### src/rtl/btn_debounce_multi.sv
// Multi-channel push-button debouncer: synchroniser, glitch-rejecting level tracker and
// press/release pulses per channel. Define BTN_AUTOREPEAT_EN to add held-key repeat pulses.
module btn_debounce_multi #(
   parameter int unsigned N_CH            = 4,
   parameter int unsigned DEBOUNCE_CYCLES = 1000,
   parameter int unsigned SYNC_STAGES     = 2,
   parameter bit          ACTIVE_LOW      = 1'b0,
   parameter int unsigned REPEAT_DELAY    = 50000000,
   parameter int unsigned REPEAT_PERIOD   = 10000000
) (
   input  logic            clk,
   input  logic            rst_n,
   input  logic [N_CH-1:0] btn_raw,
   output logic [N_CH-1:0] btn_level,
   output logic [N_CH-1:0] btn_press,
   output logic [N_CH-1:0] btn_release,
   output logic [N_CH-1:0] btn_repeat,
   output logic            any_press
);

   localparam int unsigned     CntW    = $clog2(DEBOUNCE_CYCLES + 1);
   localparam logic [CntW-1:0] CntLast = CntW'(DEBOUNCE_CYCLES - 1);

   logic [SYNC_STAGES-1:0][N_CH-1:0] sync_q, sync_d;
   logic [N_CH-1:0]                  sync_out;
   logic [N_CH-1:0][CntW-1:0]        cnt_q, cnt_d;
   logic [N_CH-1:0]                  level_q, level_d;
   logic [N_CH-1:0]                  press_q, press_d;
   logic [N_CH-1:0]                  release_q, release_d;
   logic                             any_press_q, any_press_d;

   // Inversion ahead of the synchroniser so reset value 0 always means "released".
   always_comb begin
      sync_d   = {sync_q[SYNC_STAGES-2:0], btn_raw ^ {N_CH{ACTIVE_LOW}}};
      sync_out = sync_q[SYNC_STAGES-1];
   end

   always_comb begin
      for (int unsigned i = 0; i < N_CH; i++) begin
         cnt_d[i]     = '0;
         level_d[i]   = level_q[i];
         press_d[i]   = 1'b0;
         release_d[i] = 1'b0;
         if (sync_out[i] != level_q[i]) begin
            if (cnt_q[i] == CntLast) begin
               level_d[i]   = ~level_q[i];
               press_d[i]   = ~level_q[i];
               release_d[i] = level_q[i];
            end else begin
               cnt_d[i] = cnt_q[i] + CntW'(1);
            end
         end
      end
      any_press_d = |press_d;
   end

   always_ff @(posedge clk or negedge rst_n) begin
      if (!rst_n) begin
         sync_q      <= '0;
         cnt_q       <= '0;
         level_q     <= '0;
         press_q     <= '0;
         release_q   <= '0;
         any_press_q <= 1'b0;
      end else begin
         sync_q      <= sync_d;
         cnt_q       <= cnt_d;
         level_q     <= level_d;
         press_q     <= press_d;
         release_q   <= release_d;
         any_press_q <= any_press_d;
      end
   end

   assign btn_level   = level_q;
   assign btn_press   = press_q;
   assign btn_release = release_q;
   assign any_press   = any_press_q;

`ifdef BTN_AUTOREPEAT_EN
   localparam logic [31:0] RepLast   = 32'(REPEAT_DELAY - 1);
   localparam logic [31:0] RepReload = 32'(REPEAT_DELAY - REPEAT_PERIOD);

   logic [N_CH-1:0][31:0] rep_cnt_q, rep_cnt_d;
   logic [N_CH-1:0]       repeat_q, repeat_d;

   // Counting only while the level stays high suppresses a repeat on the release edge.
   always_comb begin
      for (int unsigned i = 0; i < N_CH; i++) begin
         rep_cnt_d[i] = '0;
         repeat_d[i]  = 1'b0;
         if (level_q[i] && level_d[i]) begin
            if (rep_cnt_q[i] == RepLast) begin
               repeat_d[i]  = 1'b1;
               rep_cnt_d[i] = RepReload;
            end else begin
               rep_cnt_d[i] = rep_cnt_q[i] + 32'd1;
            end
         end
      end
   end

   always_ff @(posedge clk or negedge rst_n) begin
      if (!rst_n) begin
         rep_cnt_q <= '0;
         repeat_q  <= '0;
      end else begin
         rep_cnt_q <= rep_cnt_d;
         repeat_q  <= repeat_d;
      end
   end

   assign btn_repeat = repeat_q;
`else
   assign btn_repeat = '0;
`endif

endmodule

### config.mk
export PLATFORM = sky130hd
export DESIGN_NAME = btn_debounce_multi
export DESIGN_NICKNAME = d
export VERILOG_FILES = /design/src/rtl/btn_debounce_multi.sv
export SDC_FILE = /design/constraint.sdc
export NUM_CORES = 1
export LEC_CHECK = 0
export CAP_MARGIN = 20
export CORE_ASPECT_RATIO = 0.8
export CORE_UTILIZATION = 57
export CTS_CLUSTER_SIZE = 25
export DETAILED_ROUTE_END_ITERATION = 8
export HOLD_SLACK_MARGIN = 0.06
export PLACE_DENSITY = 0.84
export SYNTH_ARGS = -nofsm -noshare
export SYNTH_HDL_FRONTEND = slang
export SYNTH_SLANG_ARGS = --single-unit
### constraint.sdc
create_clock -name clk -period 1.8 [get_ports clk]
set_clock_uncertainty 0.2 [all_clocks]
set_input_delay 0.18 -clock clk [delete_from_list [all_inputs] [get_ports clk]]
set_output_delay 0.18 -clock clk [all_outputs]
set_load 0.01 [all_outputs]
; ---- Word-level counts from Yosys, hierarchy flattened
; Cells that the tools add are included.
; W data, S select, Z words.
[word_totals]
latchBits = 0
wordCells = 58
regBits = 61
rom_bits = 0
in_bits = 6
out_inout_bits = 17
n_memories = 0
mem_bits_rw = 0
[op_classes]
shifts = 0
n_eq_ne = 8
n_lt_le_gt_ge = 0
muxes = 24
bitwise_logic = 4
multipliers = 0
n_div = 0
add_sub_neg = 4
n_reduce_logical = 5
[ops]
columns = operator, count
row1 = $mux W10, 8
row2 = $add A10 B1 Y10 const B, 4
row3 = $eq A10 B10 Y1 const B, 4
row4 = $mux W1, 16
row5 = $reduce_and A2 Y1, 4
row6 = $ne A1 B1 Y1, 4
row7 = $not A1 Y1, 4
row8 = $reduce_or A4 Y1, 1

; ---- Longest topological paths before layout
; Gate-level depths: netlist (run 1).
[depth]
ltp_word = 4
depth_mapped = 5

; ---- Least setup slack after synthesis (run 1)
; OpenSTA, ideal clock, no wires.
[synth_path]
kind = flip-flop to flip-flop
startpoint = register cnt_q[10] in the netlist's numbering
endpoint = register level_q[1] (netlist: btn_level[1])
slack_ns = 0.166
setup_ns = 0.125
path_stages_with_launch = 5
t_arrival_ns = 1.310
period_less_slack_ns = 1.634
path_cell_list = dfrtp_1 -> ha_1 -> and4bb_2 -> nand3_1 -> mux2_2
[synth_between]
elab_chain_cells = 2
[synth_lines]
columns = element, line
row1 = start: declaration, 26  ; logic [N_CH-1:0][CntW-1:0] cnt_q, cnt_d;
row2 = start signal: assignment, 67  ; cnt_q <= cnt_d;
row3 = $eq A10 B10 Y1, 45  ; if (cnt_q[i] == CntLast) begin
row4 = $reduce_and A2 Y1 (no source line), -
row5 = end signal: assignment, 68  ; level_q <= level_d;
row6 = end: declaration, 27  ; logic [N_CH-1:0] level_q, level_d;
; Every way passes these cells.
; A chain may end at the register's enable or synchronous reset.

; ---- Final worst setup path (run 1)
[layout_path]
startpoint = register level_q[3] (netlist: btn_level[3])
endpoint = output port btn_level[3]
[layout_rtl]
columns = element, line
row1 = end: declaration, 14  ; output logic [N_CH-1:0] btn_level,
; No word-level cell between the ends.

==> impl_metrics.csv, run 1 <==
group,metric,value,unit
drt,drtIter0Drc,89,
die,dieWidth,79.1,um
timing,min_period_over_period,96.1,%
cts,cts_buffers,9,
placed_design,dp.final_hpwl,3.38,mm
die,coreArea,4570,sq um
setup_path,critPathKind,"register to primary output",
drt,vias,1959,
drt,routedWlPerCell,14.7,um
die,die_y,63.7,um
cts,cts.htree.levels,3,
finish,finalNetCount,288,
setup_path,crit_path_end_kind,"primary output",
finish,mostFrequentLayoutCells,"61 x dfrtp_1, 21 x nand3_1, 20 x a21oi_1",
placed_design,placed_cells,325,
synthesis,yosysSeqAreaShare,56.3,%
setup_path,critPathArrivalTime,1.35,ns
die,rows,22,
cts,cts_root_buf,"clkbuf_8",
status,outcome,"complete, no violations",
min_path,hold_path.class,"input pin to register",
synthesis,synth_cell_types,32,
power_and_ir_drop,p_total,2.63,mW
cts,cts_sinks,61,
grt,grt_pass1_vias,1912,
setup_path,crit_required,1.42,ns
cts,cts_tree,"done",
setup_path,slowest_stage,"clkdlybuf4s50_1",
drt,firstDrtPassIters,4,
drt,detail-route-antenna-nets,0,
setup_path,path_max_fanout,5,
synthesis,netlist_instances,246,
finish,final_cell_count_no_fill,342,
setup_path,cp_slowest_stage_delay,0.58,ns
cts,cts_max_path_buffers,2,
power_and_ir_drop,peakVddDrop,0.000519,V
setup_path,critical_path.cell_chain,"clkdlybuf4s50_1",
die,die_area,5040,sq um
finish,antennaDiodeCount,0,
setup_path,crit_buf_inv,1,
timing,post-route-min-period,1.73,ns
synthesis,yosys_warnings,0,
grt,grt_max_degree,29,
timing,final.setup.tns,0,ns
grt,grt_pass1_wl,8.65,mm
die,start_util,59.3,%
power_and_ir_drop,p_leak,1.38,nW
finish,final_common_cell,"dfrtp_1",
setup_path,crit_family,"buffers and inverters",
synthesis,syn_area,2710,sq um
drt,routed_wl,5.02,mm
timing,setup_viol,0,
drt,vias_per_cell,5.73,
power_and_ir_drop,p_per_area,827,nW/um^2
finish,area_growth_syn_to_layout,17.5,%
placed_design,numPortBuffers,18,
timing,slew_viol_final,0,
placed_design,place_congestion,0.798,
die,io_pins,23,
drt,drc,0,
grt,grtUsageTotal,23.2,%
grt,gr-total-overflow,0,
setup_path,cp-start-kind,"register",
timing,max_freq,578,MHz
timing,hold_violations,0,
timing,rsz0062_at_grt,"false",
cts,clkTransAtPathRegs,0.06,ns
synthesis,syn_avg_cell_area,11.0,sq um
run,cap_violations,0,
finish,drive_gt1_share,11.7,%
grt,antenna_found_initial,0,
cts,insertion_delay,0.33,ns
synthesis,ys_ff_latch,61,
## cell usage after synthesis
cell	number	area (sq um)
nand4bb_1	1	11.3
a21oi_1	20	100
o31ai_2	1	12.5
nand3_1	22	110
o41ai_4	1	27.5
and3b_1	1	8.76
a31o_2	2	17.5
nor3b_1	5	37.5
o31ai_1	8	60.1
buf_4	4	30.0
nand4_1	8	50.1
and3_1	4	25.0
and2_1	2	12.5
nand2b_1	1	6.26
buf_2	4	20.0
dfrtp_1	61	1530
mux2_2	4	45.0
conb_1	1	3.75
ha_1	4	50.1
nand2_1	10	37.5
o2111ai_1	1	8.76
o21ai_0	12	60.1
nor2b_1	2	12.5
or4_1	8	60.1
and4bb_2	3	37.5
nor2_1	17	63.8
inv_1	7	26.3
or3_1	12	75.1
xor2_1	12	105
nand3b_1	1	7.51
xnor2_1	4	35.0
and4_1	3	26.3
## layer usage
layer / global-route usage [%] / share of wire [%]
met2: 34.5 / 45
met4: 8.41 / 1.5
met1: 30.9 / 48
met5: 0 / 0
met3: 9.13 / 5.3
## cell families (layout without fill, tap and decap cells)
group           after synthesis  count (layout)  share of synthesized area [%]
simple gates                100             100                           21.5
other cells                   1               4                          0.138
fa+ha+maj                     4               4                           1.85
compound gates               45              45                           10.6
buf+inv                      15              48                           2.82
xor+xnor                     16              16                           5.17
flops                        61              61                           56.3
mux                           4               4                           1.66
## flip-flops by register name, indices dropped and copies added, names as in the netlist
signal and count:
sync_d 4, sync_out 4, any_press 1, btn_release 4, btn_press 4, cnt_q 40
btn_level 4
## cell type report
cell class | count | area (sq um)
Clock buffer | 14 | 173
Clock inverter | 1 | 5.00
Fill cell | 340 | 1390
Inverter | 7 | 26.3
Multi-Input combinational cell | 173 | 1130
Sequential cell | 61 | 1530
Tap cell | 60 | 75.1
Timing Repair Buffer | 26 | 253
## path summary, 6_finish.rpt
check | from | endpoint | slack [ns] | cells after the start
max | btn_level[3] | btn_level[3] | 0.07 | 1
max reg2reg | cnt_q[10] | btn_level[1] | 0.10 | 4
min in group asynchronous | rst_n | cnt_q[18] | 0.10 | 2
max in group asynchronous | rst_n | btn_level[0] | 0.73 | 3
min reg2reg | sync_d[5] | sync_out[1] | 0.15 | 0
min | btn_raw[1] | sync_d[5] | 0.08 | 1
## stage by stage
step / hold slack [ns] / util, % / area, sq um / setup WS [ns]
after floorplan: -0.316 / - / 2720 / 0.166
after global placement: -0.0694 / 65.2 / 2980 / 0.132
after detailed placement: -0.0708 / 65.2 / 2980 / 0.0407
after CTS: 0.0638 / 69.5 / 3180 / 0.0504
after global routing: 0.0609 / 69.7 / 3180 / 0.00867
final: 0.0843 / 69.7 / 3180 / 0.0700
## power breakdown
group	switching, mW	internal (mW)
logic	0.0696	0.0517
registers	0.0277	1.40
clock network	0.479	0.603
total	0.576	2.06
## what timing repair did
item,CTS,global route
resized for setup,0,2
hold buffers,2,0
endpoints found under the hold margin,62,0
setup buffers,0,0
setup endpoints to repair,0,1
No activity file was read; power rests on OpenSTA's default activity.
==> inputs of run 2 (changes only) <==
--- a/config.mk
+++ b/config.mk
@@ -13,4 +13,5 @@
 export HOLD_SLACK_MARGIN = 0.06
 export PLACE_DENSITY = 0.84
+export REMOVE_ABC_BUFFERS = 1
 export SYNTH_ARGS = -nofsm -noshare
 export SYNTH_HDL_FRONTEND = slang
==> constraint.sdc (replaced) <==
create_clock -name clk -period 1.8 [get_ports clk]
set_clock_uncertainty 0.2 [all_clocks]
set_input_delay 0.18 -clock clk [delete_from_list [all_inputs] [get_ports clk]]
set_output_delay 0.18 -clock clk [all_outputs]
set_load 0.02 [all_outputs]
==> impl_metrics.csv, run 2 (synthesis gave the netlist of run 1 again) <==
group,metric,value,unit
status,outcome,"complete, no violations",
setup_path,crit_path_end_kind,"primary output",
die,die_y,63.7,um
drt,routed_wl,4.78,mm
cts,cts.htree.levels,3,
drt,drc,0,
power_and_ir_drop,p_leak,1.41,nW
finish,antennaDiodeCount,0,
run,cap_violations,0,
timing,rsz0062_at_grt,"false",
die,die_area,5040,sq um
finish,drive_gt1_share,12.4,%
finish,finalNetCount,288,
timing,max_freq,574,MHz
cts,cts_tree,"done",
setup_path,crit_family,"buffers and inverters",
cts,cts_root_buf,"clkbuf_8",
grt,grt_pass1_wl,8.50,mm
cts,cts_max_path_buffers,2,
cts,cts_buffers,9,
die,io_pins,23,
finish,final_util,69.8,%
timing,min_period_over_period,96.8,%
cts,insertion_delay,0.34,ns
drt,routedWlPerCell,14.0,um
placed_design,place_congestion,0.832,
placed_design,numPortBuffers,18,
drt,vias_per_cell,5.73,
die,coreArea,4570,sq um
grt,gr-total-overflow,0,
finish,mostFrequentLayoutCells,"61 x dfrtp_1, 21 x nand3_1, 20 x a21oi_1",
power_and_ir_drop,p_per_area,839,nW/um^2
cts,clkTransAtPathRegs,0.07,ns
timing,setup_viol,0,
timing,post-route-min-period,1.74,ns
setup_path,crit_required,1.42,ns
finish,final_common_cell,"dfrtp_1",
drt,detail-route-antenna-nets,0,
drt,vias,1958,
setup_path,cp-start-kind,"register",
grt,grtUsageTotal,22.5,%
power_and_ir_drop,peakVddDrop,0.000536,V
finish,area_growth_syn_to_layout,17.7,%
setup_path,critical_path.cell_chain,"clkdlybuf4s50_1",
timing,final.setup.tns,0,ns
setup_path,cp_slowest_stage_delay,0.62,ns
setup_path,path_max_fanout,5,
setup_path,critPathKind,"register to primary output",
drt,firstDrtPassIters,4,
setup_path,critPathArrivalTime,1.36,ns
grt,grt_pass1_vias,1940,
finish,regMostFlops,"cnt_q",
cts,post_cts_buffers,0,
die,start_util,59.3,%
min_path,hold_path.class,"input pin to register",
die,dieWidth,79.1,um
setup_path,crit_buf_inv,1,
drt,drtIter0Drc,136,
timing,hold_violations,0,
finish,largest_reg_flops,40,
die,rows,22,
placed_design,dp.final_hpwl,3.43,mm
setup_path,slowest_stage,"clkdlybuf4s50_1",
cts,cts_sinks,61,
grt,antenna_found_initial,0,
grt,grt_max_degree,23,
timing,slew_viol_final,0,
[run 2: area by class of cell]
cell class,count,area (sq um)
Sequential cell,61,1530
Fill cell,340,1380
Multi-Input combinational cell,173,1130
Timing Repair Buffer,26,255
Clock buffer,10,128
Tap cell,60,75.1
Clock inverter,5,52.6
Inverter,7,26.3
[run 2: stage by stage]
stage / hold slack (ns) / cells / instance area (sq um) / total power, mW / setup WS, ns
2_1_floorplan: -0.316 / 241 / 2670 / 1.51 / 0.166
3_3_place_gp: -0.0708 / 326 / 2990 / 1.57 / 0.141
3_5_place_dp: -0.0786 / 326 / 2990 / 1.58 / 0.0782
4_1_cts: 0.0703 / 342 / 3180 / 2.71 / 0.0108
5_1_grt: 0.0725 / 342 / 3190 / 2.79 / 0.00603
6_report: 0.0822 / 342 / 3190 / 2.68 / 0.0578
[run 2: worst paths after layout]
path                               from             end  slack [ns]  cells after the start
min in group asynchronous         rst_n  btn_release[1]        0.09                      2
min                          btn_raw[2]       sync_d[6]        0.08                      1
max in group asynchronous         rst_n       cnt_q[14]        0.79                      3
min reg2reg                   sync_d[7]     sync_out[3]        0.15                      0
max                        btn_level[3]    btn_level[3]        0.06                      1
max reg2reg                   cnt_q[20]    btn_level[2]        0.12                      4
[run 2: repair_timing]
action | 4_1_cts | 5_1_grt
endpoints found under the hold margin | 61 | 0
resized for setup | 0 | 4
hold buffers | 1 | 0
setup endpoints to repair | 0 | 3
[run 2: routing by layer]
metal  share of wire (%)  wire length (um)  track usage (%)  vias up
met5                   0                 0                0        -
met3                 4.2               199             8.26        8
met4                 1.1                55             6.82        0
met2                  47              2270             35.5       39
met1                  47              2260             28.9      949
li1                    -                 -                -      962
[run 2: power by group]
part,internal [mW],switching [mW]
registers,1.40,0.0290
logic,0.0521,0.0735
clock network,0.624,0.496
total,2.08,0.598
==> inputs of run 3 (changes only) <==
Settings changed: CAP_MARGIN 20 to default, PLACE_DENSITY 0.84 to 0.79.
==> impl_metrics.csv, run 3 (synthesis gave the netlist of run 1 again) <==
group,metric,value,unit
drt,detail-route-antenna-nets,0,
cts,cts_buffers,9,
placed_design,placed_cells,324,
grt,antenna_found_initial,0,
drt,vias_per_cell,5.71,
setup_path,cp_slowest_stage_delay,0.62,ns
power_and_ir_drop,p_clk_share,46.7,%
cts,cts.htree.levels,3,
grt,grt_max_degree,35,
timing,slew_viol_final,0,
placed_design,numPortBuffers,18,
finish,mostFrequentLayoutCells,"61 x dfrtp_1, 21 x nand3_1, 20 x a21oi_1",
timing,hold_violations,0,
timing,min_period_over_period,96.9,%
cts,clkTransAtPathRegs,0.06,ns
die,io_pins,23,
power_and_ir_drop,peakVddDrop,0.000651,V
setup_path,cp-start-kind,"register",
die,start_util,59.3,%
die,dieWidth,79.1,um
power_and_ir_drop,seq_power_share,49.0,%
setup_path,crit_buf_inv,1,
finish,fin_area,3240,sq um
finish,largest_reg_flops,40,
status,outcome,"complete, no violations",
finish,final_cell_count_no_fill,343,
min_path,hold_path.class,"input pin to register",
drt,vias,1960,
finish,antennaDiodeCount,0,
grt,gr-total-overflow,0,
finish,area_growth_syn_to_layout,19.5,%
finish,final_util,70.9,%
drt,firstDrtPassIters,4,
power_and_ir_drop,swShare,21.0,%
cts,cts_max_path_buffers,2,
placed_design,post-place-ws,0.0543,ns
die,die_area,5040,sq um
power_and_ir_drop,p_leak,1.46,nW
grt,grtUsageTotal,22.5,%
setup_path,crit_family,"buffers and inverters",
placed_design,place_area,2970,sq um
drt,drtIter0Drc,74,
setup_path,path_max_fanout,5,
finish,drive_gt1_share,12.4,%
timing,setup_viol,0,
setup_path,critPathArrivalTime,1.36,ns
timing,max_freq,573,MHz
die,coreArea,4570,sq um
timing,setup_ws,0.0562,ns
grt,grt_pass1_wl,8.30,mm
cts,cts_tree,"done",
drt,routedWlPerCell,14.4,um
power_and_ir_drop,intPower,2.30,mW
power_and_ir_drop,p_per_area,900,nW/um^2
cts,cts_sinks,61,
grt,grt_pass1_vias,1798,
power_and_ir_drop,switchingPower,612,uW
drt,drc,0,
drt,routed_wl,4.93,mm
setup_path,critPathKind,"register to primary output",
setup_path,crit_path_end_kind,"primary output",
setup_path,critical_path.cell_chain,"clkdlybuf4s50_1",
run,cap_violations,0,
placed_design,dp.final_hpwl,3.34,mm
cts,insertion_delay,0.34,ns
finish,finalNetCount,288,
setup_path,crit_required,1.42,ns
setup_path,slowest_stage,"clkdlybuf4s50_1",
cts,cts_root_buf,"clkbuf_8",
placed_design,place_congestion,0.808,
finish,regMostFlops,"cnt_q",
finish,final_common_cell,"dfrtp_1",
die,rows,22,
die,die_y,63.7,um
power_and_ir_drop,combPwrFrac,4.2,%
timing,post-route-min-period,1.74,ns
timing,final.setup.tns,0,ns
## run 3: cell types whose count changed in the layout (fill, tap and decap cells not counted), sizes merged
cell | before | now
clkdlybuf4s50 | 15 | 14
buf | 8 | 7
clkinvlp | 1 | 0
dlygate4sd3 | 1 | 2
bufinv | 1 | 2
clkinv | 3 | 2
dlymetal6s2s | 2 | 3
clkbuf | 10 | 12
## run 3: final cells by class
type | count | area [sq um]
Sequential cell | 61 | 1530
Fill cell | 347 | 1330
Multi-Input combinational cell | 173 | 1130
Timing Repair Buffer | 26 | 260
Clock buffer | 12 | 155
Tap cell | 60 | 75.1
Clock inverter | 4 | 70.1
Inverter | 7 | 26.3
## run 3: final timing paths
path | start | end | slack, ns | depth (start not counted)
setup reg to reg | cnt_q[0] | cnt_q[8] | 0.09 | 4
max in group asynchronous | rst_n | btn_release[1] | 0.81 | 3
hold reg to reg | sync_d[5] | sync_out[1] | 0.15 | 0
setup / recovery | btn_level[3] | btn_level[3] | 0.06 | 1
min in group asynchronous | rst_n | cnt_q[16] | 0.09 | 2
hold / removal | btn_raw[1] | sync_d[5] | 0.08 | 1
## run 3: layer usage
metal,routed length (um),GRT usage (%)
met3,256,7.83
met2,2330,35.6
met4,86,9.32
met5,0,0
met1,2260,28.3
## run 3: repair_timing
action | CTS | global route
endpoints found under the hold margin | 61 | 1
buffers inserted | 0 | 1
gates resized for setup | 0 | 5
hold buffers | 1 | 1
setup endpoints to repair | 0 | 12
## run 3: stage by stage
| stage | hold slack, ns | total power, mW |
|---|---|---|
| 6_report | 0.0797 | 2.92 |
| 5_1_grt | 0.0650 | 3.03 |
| 4_1_cts | 0.0607 | 2.95 |
| 3_5_place_dp | -0.0766 | 1.57 |
| 3_3_place_gp | -0.0752 | 1.57 |
| 2_1_floorplan | -0.316 | 1.51 |
## run 3: power groups by stage
stage	sequential, mW	clock (mW)	combinational, mW
6_report	1.43	1.36	0.124
5_1_grt	1.43	1.46	0.141
4_1_cts	1.43	1.40	0.122
3_5_place_dp	1.46	0	0.119
3_3_place_gp	1.45	0	0.118
2_1_floorplan	1.45	0	0.0607
